==> config.mk <==
export PLATFORM = sky130hd
export DESIGN_NAME = alu_op_scheduler
export DESIGN_NICKNAME = d
export VERILOG_FILES = /design/src/rtl/alu_sched_pkg.sv /design/src/rtl/rr_arb2.sv /design/src/rtl/alu_op_scheduler.sv
export SDC_FILE = /design/constraint.sdc
export NUM_CORES = 1
export LEC_CHECK = 0
export CORE_UTILIZATION = 43
export CTS_CLUSTER_SIZE = 10
export DETAILED_ROUTE_END_ITERATION = 7
export PLACE_DENSITY_LB_ADDON = 0.3
export SYNTH_ARGS = -nofsm -noshare
export SYNTH_HDL_FRONTEND = slang
export SYNTH_HIERARCHICAL = 1
export SYNTH_SLANG_ARGS = --single-unit
==> constraint.sdc <==
create_clock -name clk -period 4.3 [get_ports clk]
set_input_delay 0.86 -clock clk [delete_from_list [all_inputs] [get_ports clk]]
set_output_delay 0.86 -clock clk [all_outputs]
set_load 0.02 [all_outputs]
==> src/rtl/alu_sched_pkg.sv <==
// Shared types and constants for the two-requester ALU scheduler.
// State encoding, default widths and the ALU select codes used by requesters.
package alu_sched_pkg;

  localparam int unsigned DEF_WIDTH = 8;
  localparam int unsigned DEF_SEL_W = 4;

  localparam logic [3:0] ALU_ADD = 4'h0;
  localparam logic [3:0] ALU_SUB = 4'h1;

  typedef enum logic [1:0] {
    StIdle = 2'd0,
    StExec = 2'd1,
    StResp = 2'd2
  } state_e;

  function automatic logic [1:0] idx_to_onehot(input logic idx);
    return idx ? 2'b10 : 2'b01;
  endfunction

endpackage

==> src/rtl/rr_arb2.sv <==
// Combinational two-way round-robin arbiter.
// On contention the requester that did not win last time is granted.
module rr_arb2
  import alu_sched_pkg::*;
(
  input  logic [1:0] i_req_valid,
  input  logic       i_last_grant,
  output logic [1:0] o_grant,
  output logic       o_grant_idx
);

  always_comb begin
    o_grant_idx = 1'b0;
    unique case (i_req_valid)
      2'b11:   o_grant_idx = ~i_last_grant;
      2'b10:   o_grant_idx = 1'b1;
      default: o_grant_idx = 1'b0;
    endcase
    o_grant = (|i_req_valid) ? idx_to_onehot(o_grant_idx) : 2'b00;
  end

endmodule

==> src/rtl/alu_op_scheduler.sv <==
// Shares one external combinational ALU between two valid/ready requesters.
// Registered ALU operands, one execute cycle, then a held per-owner response.
module alu_op_scheduler
  import alu_sched_pkg::*;
#(
  parameter int unsigned WIDTH = DEF_WIDTH,
  parameter int unsigned SEL_W = DEF_SEL_W,
  parameter int unsigned CNT_W = 16
) (
  input  logic                 clk,
  input  logic                 rst_n,
  input  logic [1:0]           i_req_valid,
  output logic [1:0]           o_req_ready,
  input  logic [2*WIDTH-1:0]   i_req_a,
  input  logic [2*WIDTH-1:0]   i_req_b,
  input  logic [2*SEL_W-1:0]   i_req_sel,
  output logic [1:0]           o_rsp_valid,
  input  logic [1:0]           i_rsp_ready,
  output logic [WIDTH-1:0]     o_rsp_data,
  output logic                 o_rsp_carry,
  output logic [WIDTH-1:0]     o_alu_a,
  output logic [WIDTH-1:0]     o_alu_b,
  output logic [SEL_W-1:0]     o_alu_sel,
  input  logic [WIDTH-1:0]     i_alu_out,
  input  logic                 i_alu_carry,
  output logic                 o_busy,
  output logic [CNT_W-1:0]     o_done_count
);

  state_e             r_state, w_state_d;
  logic               r_owner;
  logic               r_last_grant;
  logic [WIDTH-1:0]   r_alu_a, r_alu_b, r_rsp_data;
  logic [SEL_W-1:0]   r_alu_sel;
  logic               r_rsp_carry;
  logic [CNT_W-1:0]   r_done_count;

  logic [1:0]         w_grant;
  logic               w_grant_idx;
  logic               w_req_hs;
  logic               w_rsp_hs;

  rr_arb2 u_arb (
    .i_req_valid  (i_req_valid),
    .i_last_grant (r_last_grant),
    .o_grant      (w_grant),
    .o_grant_idx  (w_grant_idx)
  );

  assign w_req_hs = (r_state == StIdle) && (|i_req_valid);
  assign w_rsp_hs = (r_state == StResp) && i_rsp_ready[r_owner];

  always_ff @(posedge clk or negedge rst_n) begin
    if (!rst_n) begin
      r_state <= StIdle;
    end else begin
      r_state <= w_state_d;
    end
  end

  always_comb begin
    w_state_d = r_state;
    unique case (r_state)
      StIdle:  if (|i_req_valid) w_state_d = StExec;
      StExec:  w_state_d = StResp;
      StResp:  if (i_rsp_ready[r_owner]) w_state_d = StIdle;
      default: w_state_d = StIdle;
    endcase
  end

  always_comb begin
    o_req_ready = (r_state == StIdle) ? w_grant : 2'b00;
    o_rsp_valid = (r_state == StResp) ? idx_to_onehot(r_owner) : 2'b00;
    o_busy      = (r_state != StIdle);
  end

  // Operands hold their last value while idle so the ALU inputs stay quiet.
  always_ff @(posedge clk or negedge rst_n) begin
    if (!rst_n) begin
      r_alu_a      <= '0;
      r_alu_b      <= '0;
      r_alu_sel    <= '0;
      r_owner      <= 1'b0;
      r_last_grant <= 1'b1;
    end else if (w_req_hs) begin
      r_alu_a      <= w_grant_idx ? i_req_a[WIDTH +: WIDTH] : i_req_a[0 +: WIDTH];
      r_alu_b      <= w_grant_idx ? i_req_b[WIDTH +: WIDTH] : i_req_b[0 +: WIDTH];
      r_alu_sel    <= w_grant_idx ? i_req_sel[SEL_W +: SEL_W] : i_req_sel[0 +: SEL_W];
      r_owner      <= w_grant_idx;
      r_last_grant <= w_grant_idx;
    end
  end

  always_ff @(posedge clk or negedge rst_n) begin
    if (!rst_n) begin
      r_rsp_data  <= '0;
      r_rsp_carry <= 1'b0;
    end else if (r_state == StExec) begin
      r_rsp_data  <= i_alu_out;
      r_rsp_carry <= i_alu_carry;
    end
  end

  always_ff @(posedge clk or negedge rst_n) begin
    if (!rst_n) begin
      r_done_count <= '0;
    end else if (w_rsp_hs) begin
      r_done_count <= r_done_count + 1'b1;
    end
  end

  assign o_alu_a      = r_alu_a;
  assign o_alu_b      = r_alu_b;
  assign o_alu_sel    = r_alu_sel;
  assign o_rsp_data   = r_rsp_data;
  assign o_rsp_carry  = r_rsp_carry;
  assign o_done_count = r_done_count;

endmodule

Word-level counts from Yosys, hierarchy flattened
Index checks and enable logic that the tools add are counted.

Word-level logic and storage cells: 38. Bits in writable memories: 0. Register bits after elaboration: 49. Memories: 0. Bits of input ports: 55. Bits in latches: 0. Bits in read-only memories: 0.

Mux-type cells: 14. $mul: 0. Bitwise logic cells: 1. Shifts and indexed selects: 0. Reductions and logical operators: 6. Eq/ne operators: 6. $add $sub $neg: 1. $lt $le $gt $ge: 1. Divide/modulo/power cells: 0.

Operator list (count): $add A16 B1 Y16 const B (1); $mux W8 (2); $mux W2 (7); $eq A2 B2 Y1 const B (3); $pmux W2 S3 (1); $mux W4 (1); $eq A2 B1 Y1 const B (1); $logic_and A1 B1 Y1 (2); $logic_not A2 Y1 (1); $lt A1 B2 Y1 const B (1); $mux W1 (2); $ne A2 B1 Y1 const B (1); $ne A2 B2 Y1 const B (1); $pmux W1 S2 (1); $reduce_and A2 Y1 (1); $reduce_bool A2 Y1 (1); $reduce_or A2 Y1 (1); $not A1 Y1 (1).

Logic depth before layout (Yosys ltp)
Gate-level depths: netlist of run 1.

Depth in word-level cells: 5. Mapped depth: 6.

Hierarchy
Netlist of run 1, hierarchy kept.

Modules (own cells, without submodules): alu_op_scheduler (area each 2128.3 um^2, times used 1, cells each 183); rr_arb2 (area each 26.3 um^2, times used 1, cells each 4).

Worst setup path before layout of run 1
Ideal clock, no wire load.

Kind: input to output. Start: input port i_req_valid[1]. End: output port o_req_ready[1]. Arrival time: 1.226 ns. Path buffers: 0. Path slack: 2.214 ns. Required time: 3.440 ns. Stages: 2. Cells stage by stage: a21boi_0 > and2_1.

Cells in the longest elaborated chain, start to end: 5. Elaborated cells on any way between the ends: 7.

RTL lines: from (decl) (RTL line alu_op_scheduler.sv:12) `input logic [1:0] i_req_valid,`; $eq A2 B2 Y1 (RTL line rr_arb2.sv:14) `unique case (i_req_valid)`; $pmux W1 S2 (RTL line rr_arb2.sv:14); $mux W2 (RTL line alu_sched_pkg.sv:18) `return idx ? 2'b10 : 2'b01;`; $mux W2 (*) (RTL line rr_arb2.sv:19) `o_grant = (|i_req_valid) ? idx_to_onehot(o_grant_idx) : 2'b00;`; $mux W2 (*) (RTL line alu_op_scheduler.sv:72) `o_req_ready = (r_state == StIdle) ? w_grant : 2'b00;`; to (decl) (RTL line alu_op_scheduler.sv:13) `output logic [1:0] o_req_ready,`.

Mark *: on every way between the ends. The rest lies on a longest branch, timed or not.

Worst setup path in the final report of run 1
Start: input port i_req_valid[0]. End: output port o_req_ready[0].

Cells in the longest elaborated chain, start to end: 5. Elaborated cells on any way between the ends: 7.

RTL lines: $eq A2 B2 Y1 (RTL line rr_arb2.sv:14); $pmux W1 S2 (RTL line rr_arb2.sv:14); $mux W2 (RTL line alu_sched_pkg.sv:18); $mux W2 (*) (RTL line rr_arb2.sv:19); named net w_grant[0] (RTL line alu_op_scheduler.sv:38) `logic [1:0] w_grant;`; $mux W2 (*) (RTL line alu_op_scheduler.sv:72).

The timed path passes the listed nets; every way through them passes the cells marked *.

==> flow_metrics.py, run 1 <==
metrics = {
    "outcome": {
        "outcome": "finished, final reports clean",
    },
    "power_and_ir_drop": {
        "power.density_nw_per_um2": 617.3,
        "vdd_drop_max_uv": 305.2,
        "leakagePower_uw": 0.001386,
        "p_total_uw": 2059,
    },
    "cts": {
        "path_clk_slew_ps": 80,
        "cts_htree_levels": 2,
        "hold_buffers": 0,
        "cts.sinks": 49,
        "post_cts_buffers": 0,
        "cts_resized": 0,
        "cts_buffer_depth": 2,
        "tritoncts": "done",
        "cts_root_buf": "clkbuf_8",
        "clock_latency_ps": 290,
        "cts_made_buffers": 5,
    },
    "synth": {
        "yosysTopAreaCell": "dfrtp_1",
        "ys_warn_count": 6,
        "postSynthCellCount": 187,
        "synth-seq-cells": 49,
        "syn_avg_cell_area_sq_um": 11.52,
        "synth_seq_area_share_pct": 56.97,
        "syn-num-nets": 243,
        "synth.area.top_cells": "dfrtp_1 56%, mux2i_1 9.8%, xnor2_1 5.3%, mux2_2 5.2%, a21oi_1 4.6%",
        "synth_cell_types": 26,
        "syn-cell-area_sq_um": 2155,
        "synth.top_cell.area_share_pct": 55.75,
    },
    "detailed_routing": {
        "dr_wl_met3_um": 356,
        "avgViaCountPerCell": 4.863,
        "remaining_drc_errors": 0,
        "wl_um": 4675,
        "drtPass1Iterations": 4,
        "maxUsedRoutingLayer": "met4",
        "vias": 1741,
        "antenna_left": 0,
        "wl_met1_um": 1920,
        "dr.first_iter.drc_count": 61,
        "dr_wl_met2_um": 2340,
        "post_drt_wl_per_cell_um": 13.06,
    },
    "placement": {
        "pre_cts_ws_ps": 1115,
        "dp.cells": 351,
        "dpl.hpwl_um": 3532,
        "io_buffers": 104,
        "routabilityCongestion": 0.6962,
    },
    "timing": {
        "period_share_pct": 74.25,
        "fin_crit_ps": 3193,
        "setup_viol": 0,
        "final-hold-violation-count": 0,
        "fin_tns_setup_ps": 0,
        "setup_ws_ps": 1107,
        "max_freq_mhz": 313.2,
        "skew_ps": 3.741,
        "worst_pin_slew_ps": 1058,
        "maxSlewHeadroom_pct": 29.49,
        "rsz0062_at_grt": "no",
        "final_max_slew_viol_count": 0,
    },
    "setup_path": {
        "r2r_cells": 5,
        "worstReg2RegEnd": "o_alu_sel[0]$_DFFE_PN0P_",
        "cp_data_arrival_time_ps": 2330,
        "rr_startpoint": "r_state[1]$_DFFE_PN0P_",
        "r2r_slack_ps": 2370,
        "crit_end": "o_req_ready[0]",
        "cp.required_ps": 3440,
        "cp-startpoint": "i_req_valid[0]",
        "start_kind": "input pin",
        "endpoint_kind": "output port",
        "critPathKind": "input pin to output port",
        "worstPathMaxFanout": 4,
    },
    "layout": {
        "utilization_pct": 69.70,
        "final_common_cell": "clkdlybuf4s50_1",
        "area_delta_synth_final_pct": 54.82,
        "num_antenna_cells": 0,
        "layout-drive-gt1-share_pct": 7.904,
        "stdcell_count": 358,
        "nets": 347,
        "final_cell_mix": "103 x clkdlybuf4s50_1, 48 x dfrtp_1, 24 x nor2_1",
    },
    "global_routing": {
        "grt_antenna_before_repair": 0,
        "globalRouteOverflowTotal": 0,
        "grt_pass1_vias": 1691,
        "grt_max_degree": 50,
        "grtUsageTotal_pct": 19.47,
        "grt_pass1_wl_um": 7859,
    },
    "floorplanning": {
        "coreArea_sq_um": 4786,
        "dieArea_sq_um": 5298,
        "io-pin-count": 105,
        "rows": 25,
        "die_x_um": 72.79,
        "die_h_um": 72.79,
        "start_util_pct": 45.02,
    },
    "worst_hold_path": {
        "hp-class": "flip-flop to flip-flop",
        "hold_path_depth": 1,
    },
    "run": {
        "cap_violations": 0,
    },
}
==> kinds of logic after synthesis <==
kind of cell	after synthesis	share of synthesized area (%)
flops	49	56.97
mux	31	14.98
simple gates	50	11.73
xor+xnor	15	6.098
compound gates	27	6.736
buf+inv	14	2.904
fa+ha+maj	1	0.5806
==> worst max-delay path: stages <==
cell and delay (ps):
clkdlybuf4s50_1 520, a21boi_1 180, and2_1 150, clkdlybuf4s50_1 620
==> worst min-delay path by stage <==
stage	start	end	slack [ps]
global route	o_done_count[15]$_DFFE_PN0P_	o_done_count[15]$_DFFE_PN0P_	510
detailed placement	o_done_count[15]$_DFFE_PN0P_	o_done_count[15]$_DFFE_PN0P_	480
floorplan	r_last_grant$_DFFE_PN1P_	r_last_grant$_DFFE_PN1P_	470
finish	o_done_count[15]$_DFFE_PN0P_	o_done_count[15]$_DFFE_PN0P_	490
CTS	o_done_count[15]$_DFFE_PN0P_	o_done_count[15]$_DFFE_PN0P_	490
global placement	o_done_count[15]$_DFFE_PN0P_	o_done_count[15]$_DFFE_PN0P_	460
==> registers in the layout, indices dropped and copies added (netlist names) <==
register	count
o_done_count	16
o_alu_a	8
o_alu_b	8
o_rsp_data	8
o_alu_sel	4
r_state	2
o_rsp_carry	1
r_last_grant	1
r_owner	1
==> layer usage <==
metal | vias up | global-route usage (%)
met4 | 0 | 4.357
met1 | 820 | 24.46
met5 | - | 0
li1 | 850 | -
met2 | 65 | 31.98
met3 | 6 | 7.459
==> cells in the mapped netlist, drive strengths merged <==
library cell	n
nor2	24
o21a	1
a21oi	20
nor3	2
dfstp	1
nand4b	1
nand4	5
clkbuf	1
a21boi	3
o21ai	3
xor2	2
mux2	10
nand2b	2
xnor2	13
buf	8
mux2i	21
ha	1
inv	5
and3	1
nand2	6
and4	2
nand3	5
dfrtp	48
and2	2
==> per-stage QoR <==
step	area [sq um]	hold WS [ps]
after detailed placement	3249	481.2
after CTS	3336	493.0
after floorplan	2155	472.2
final	3336	486.1
after global placement	3249	459.8
after global routing	3336	512.9
==> power by group <==
part / switching, uW / internal, uW / total [uW]
Sequential: 122 / 642 / 764
Clock: 138 / 128 / 266
Combinational: 521 / 508 / 1030
==> cell type report <==
cell class / instances / area [sq um]
clock buffer: 7 / 86.33
multi-input combinational: 124 / 868.3
tap: 67 / 83.83
inverter: 5 / 18.77
fill: 393 / 1450
timing repair buffer: 106 / 1051
sequential: 49 / 1227
No activity file was read; power rests on OpenSTA's default activity.
==> run 2: changes to the inputs <==
--- a/config.mk
+++ b/config.mk
@@ -5,7 +5,7 @@
 export SDC_FILE = /design/constraint.sdc
 export NUM_CORES = 1
 export LEC_CHECK = 0
-export CORE_UTILIZATION = 43
+export CORE_UTILIZATION = 40
 export CTS_CLUSTER_SIZE = 10
 export DETAILED_ROUTE_END_ITERATION = 7
 export PLACE_DENSITY_LB_ADDON = 0.3
==> constraint.sdc (replaced) <==
create_clock -name clk -period 3.27 [get_ports clk]
set_input_delay 0.654 -clock clk [delete_from_list [all_inputs] [get_ports clk]]
set_output_delay 0.654 -clock clk [all_outputs]
set_load 0.02 [all_outputs]
==> flow_metrics.py, run 2 (synthesis results as in run 1) <==
metrics = {
    "outcome": {
        "outcome": "finished, final reports clean",
    },
    "detailed_routing": {
        "antenna_left": 0,
        "post_drt_wl_per_cell_um": 12.55,
        "maxUsedRoutingLayer": "met4",
        "avgViaCountPerCell": 4.722,
        "dr_wl_met3_um": 409,
        "drtPass1Iterations": 4,
        "dr.first_iter.drc_count": 45,
        "vias": 1714,
        "wl_um": 4555,
        "remaining_drc_errors": 0,
        "wl_met1_um": 1848,
        "dr_wl_met2_um": 2235,
    },
    "worst_hold_path": {
        "hp-class": "flip-flop to flip-flop",
    },
    "global_routing": {
        "grt_antenna_before_repair": 0,
        "grt_pass1_wl_um": 7348,
        "grtUsageTotal_pct": 17.52,
        "grt_pass1_vias": 1608,
        "globalRouteOverflowTotal": 0,
        "grt_max_degree": 50,
    },
    "layout": {
        "final_cell_mix": "103 x clkdlybuf4s50_1, 48 x dfrtp_1, 24 x nor2_1",
        "fin_area_sq_um": 3362,
        "area_delta_synth_final_pct": 56.04,
        "largest_reg_flops": 16,
        "nets": 348,
        "final_common_cell": "clkdlybuf4s50_1",
        "utilization_pct": 65.41,
        "fill_cells": 456,
        "layout-drive-gt1-share_pct": 8.874,
        "num_antenna_cells": 0,
    },
    "timing": {
        "maxSlewHeadroom_pct": 31.12,
        "setup_viol": 0,
        "worst_pin_slew_ps": 1033,
        "period_share_pct": 84.50,
        "fin_crit_ps": 2763,
        "final-hold-violation-count": 0,
        "max_freq_mhz": 361.9,
        "final_max_slew_viol_count": 0,
        "rsz0062_at_grt": "no",
        "skew_ps": 5.595,
        "fin_tns_setup_ps": 0,
        "whs_ps": 470.0,
    },
    "setup_path": {
        "path_cells": "clkdlybuf4s50_1 > a21boi_1 > and2_1 > clkdlybuf4s50_1",
        "start_kind": "input pin",
        "cp_data_arrival_time_ps": 2110,
        "worstPathMaxFanout": 4,
        "endpoint_kind": "output port",
        "crit_slowest_cell": "clkdlybuf4s50_1",
        "critPathKind": "input pin to output port",
        "path_common_cell": "clkdlybuf4s50_1",
        "max_stage_delay_ps": 620,
        "cp.required_ps": 2620,
    },
    "cts": {
        "cts.sinks": 49,
        "cts_made_buffers": 5,
        "clock_latency_ps": 300,
        "post_cts_buffers": 0,
        "tritoncts": "done",
        "cts_htree_levels": 2,
        "hold_buffers": 0,
        "cts_root_buf": "clkbuf_8",
        "cts_resized": 0,
        "cts_buffer_depth": 2,
        "path_clk_slew_ps": 80,
    },
    "power_and_ir_drop": {
        "leakagePower_uw": 0.001401,
        "power.density_nw_per_um2": 811.7,
        "vdd_drop_max_uv": 434.3,
        "p_total_uw": 2729,
    },
    "floorplanning": {
        "coreArea_sq_um": 5140,
        "start_util_pct": 41.92,
        "io-pin-count": 105,
        "die_x_um": 75.39,
        "die_h_um": 75.39,
        "rows": 26,
        "dieArea_sq_um": 5684,
    },
    "placement": {
        "postPlaceCellArea_sq_um": 3261,
        "routabilityCongestion": 0.7681,
        "io_buffers": 104,
        "dpl.hpwl_um": 3486,
    },
    "run": {
        "cap_violations": 0,
    },
}
==> run 2: changes by cell type in the layout (fill, tap and decap cells not counted), sizes merged <==
cell	before	now
buf	3	4
clkinv	0	1
==> run 2: report_power, final <==
group / switching [uW] / internal (uW)
clock network: 187 / 191
registers: 152 / 844
logic: 679 / 675
==> run 2: final timing paths <==
path	startpoint	to	slack (ps)	cells past startpoint
worst min-delay path	o_done_count[15]$_DFFE_PN0P_	o_done_count[15]$_DFFE_PN0P_	470	1
min in group asynchronous	rst_n	o_done_count[3]$_DFFE_PN0P_	540	1
worst min register to register	o_done_count[15]$_DFFE_PN0P_	o_done_count[15]$_DFFE_PN0P_	470	1
worst max-delay path	i_req_valid[0]	o_req_ready[0]	510	4
max in group asynchronous	rst_n	o_done_count[11]$_DFFE_PN0P_	2100	1
worst max register to register	r_owner$_DFFE_PN0P_	o_done_count[1]$_DFFE_PN0P_	1770	3
==> run 2: per-stage QoR <==
stage	instances	worst slack, ps
after detailed placement	355	504.4
after global placement	355	524.1
after floorplan	187	1596
after CTS	363	490.0
after global routing	363	418.0
final	363	506.7
==> run 2: critical path: cells and delay by family <==
family | cells | cell delay, ps
AO/OA/AOI/OAI | 1 | 170
buffers and inverters | 2 | 1140
AND/OR/NAND/NOR | 1 | 140
==> run 2: per-layer routing <==
metal | up-vias | track usage (%)
met4 | 0 | 6.173
li1 | 845 | -
met3 | 7 | 8.466
met5 | - | 0
met1 | 796 | 20.91
met2 | 66 | 27.68
==> run 2: area by class of cell <==
cell class	instances	area, sq um	area share (%)
inverter	5	18.77	0.5582
multi-input combinational	124	868.3	25.83
clock inverter	1	5.005	0.1489
sequential	49	1227	36.51
timing repair buffer	107	1059	31.49
tap	70	87.58	2.605
clock buffer	7	96.34	2.866
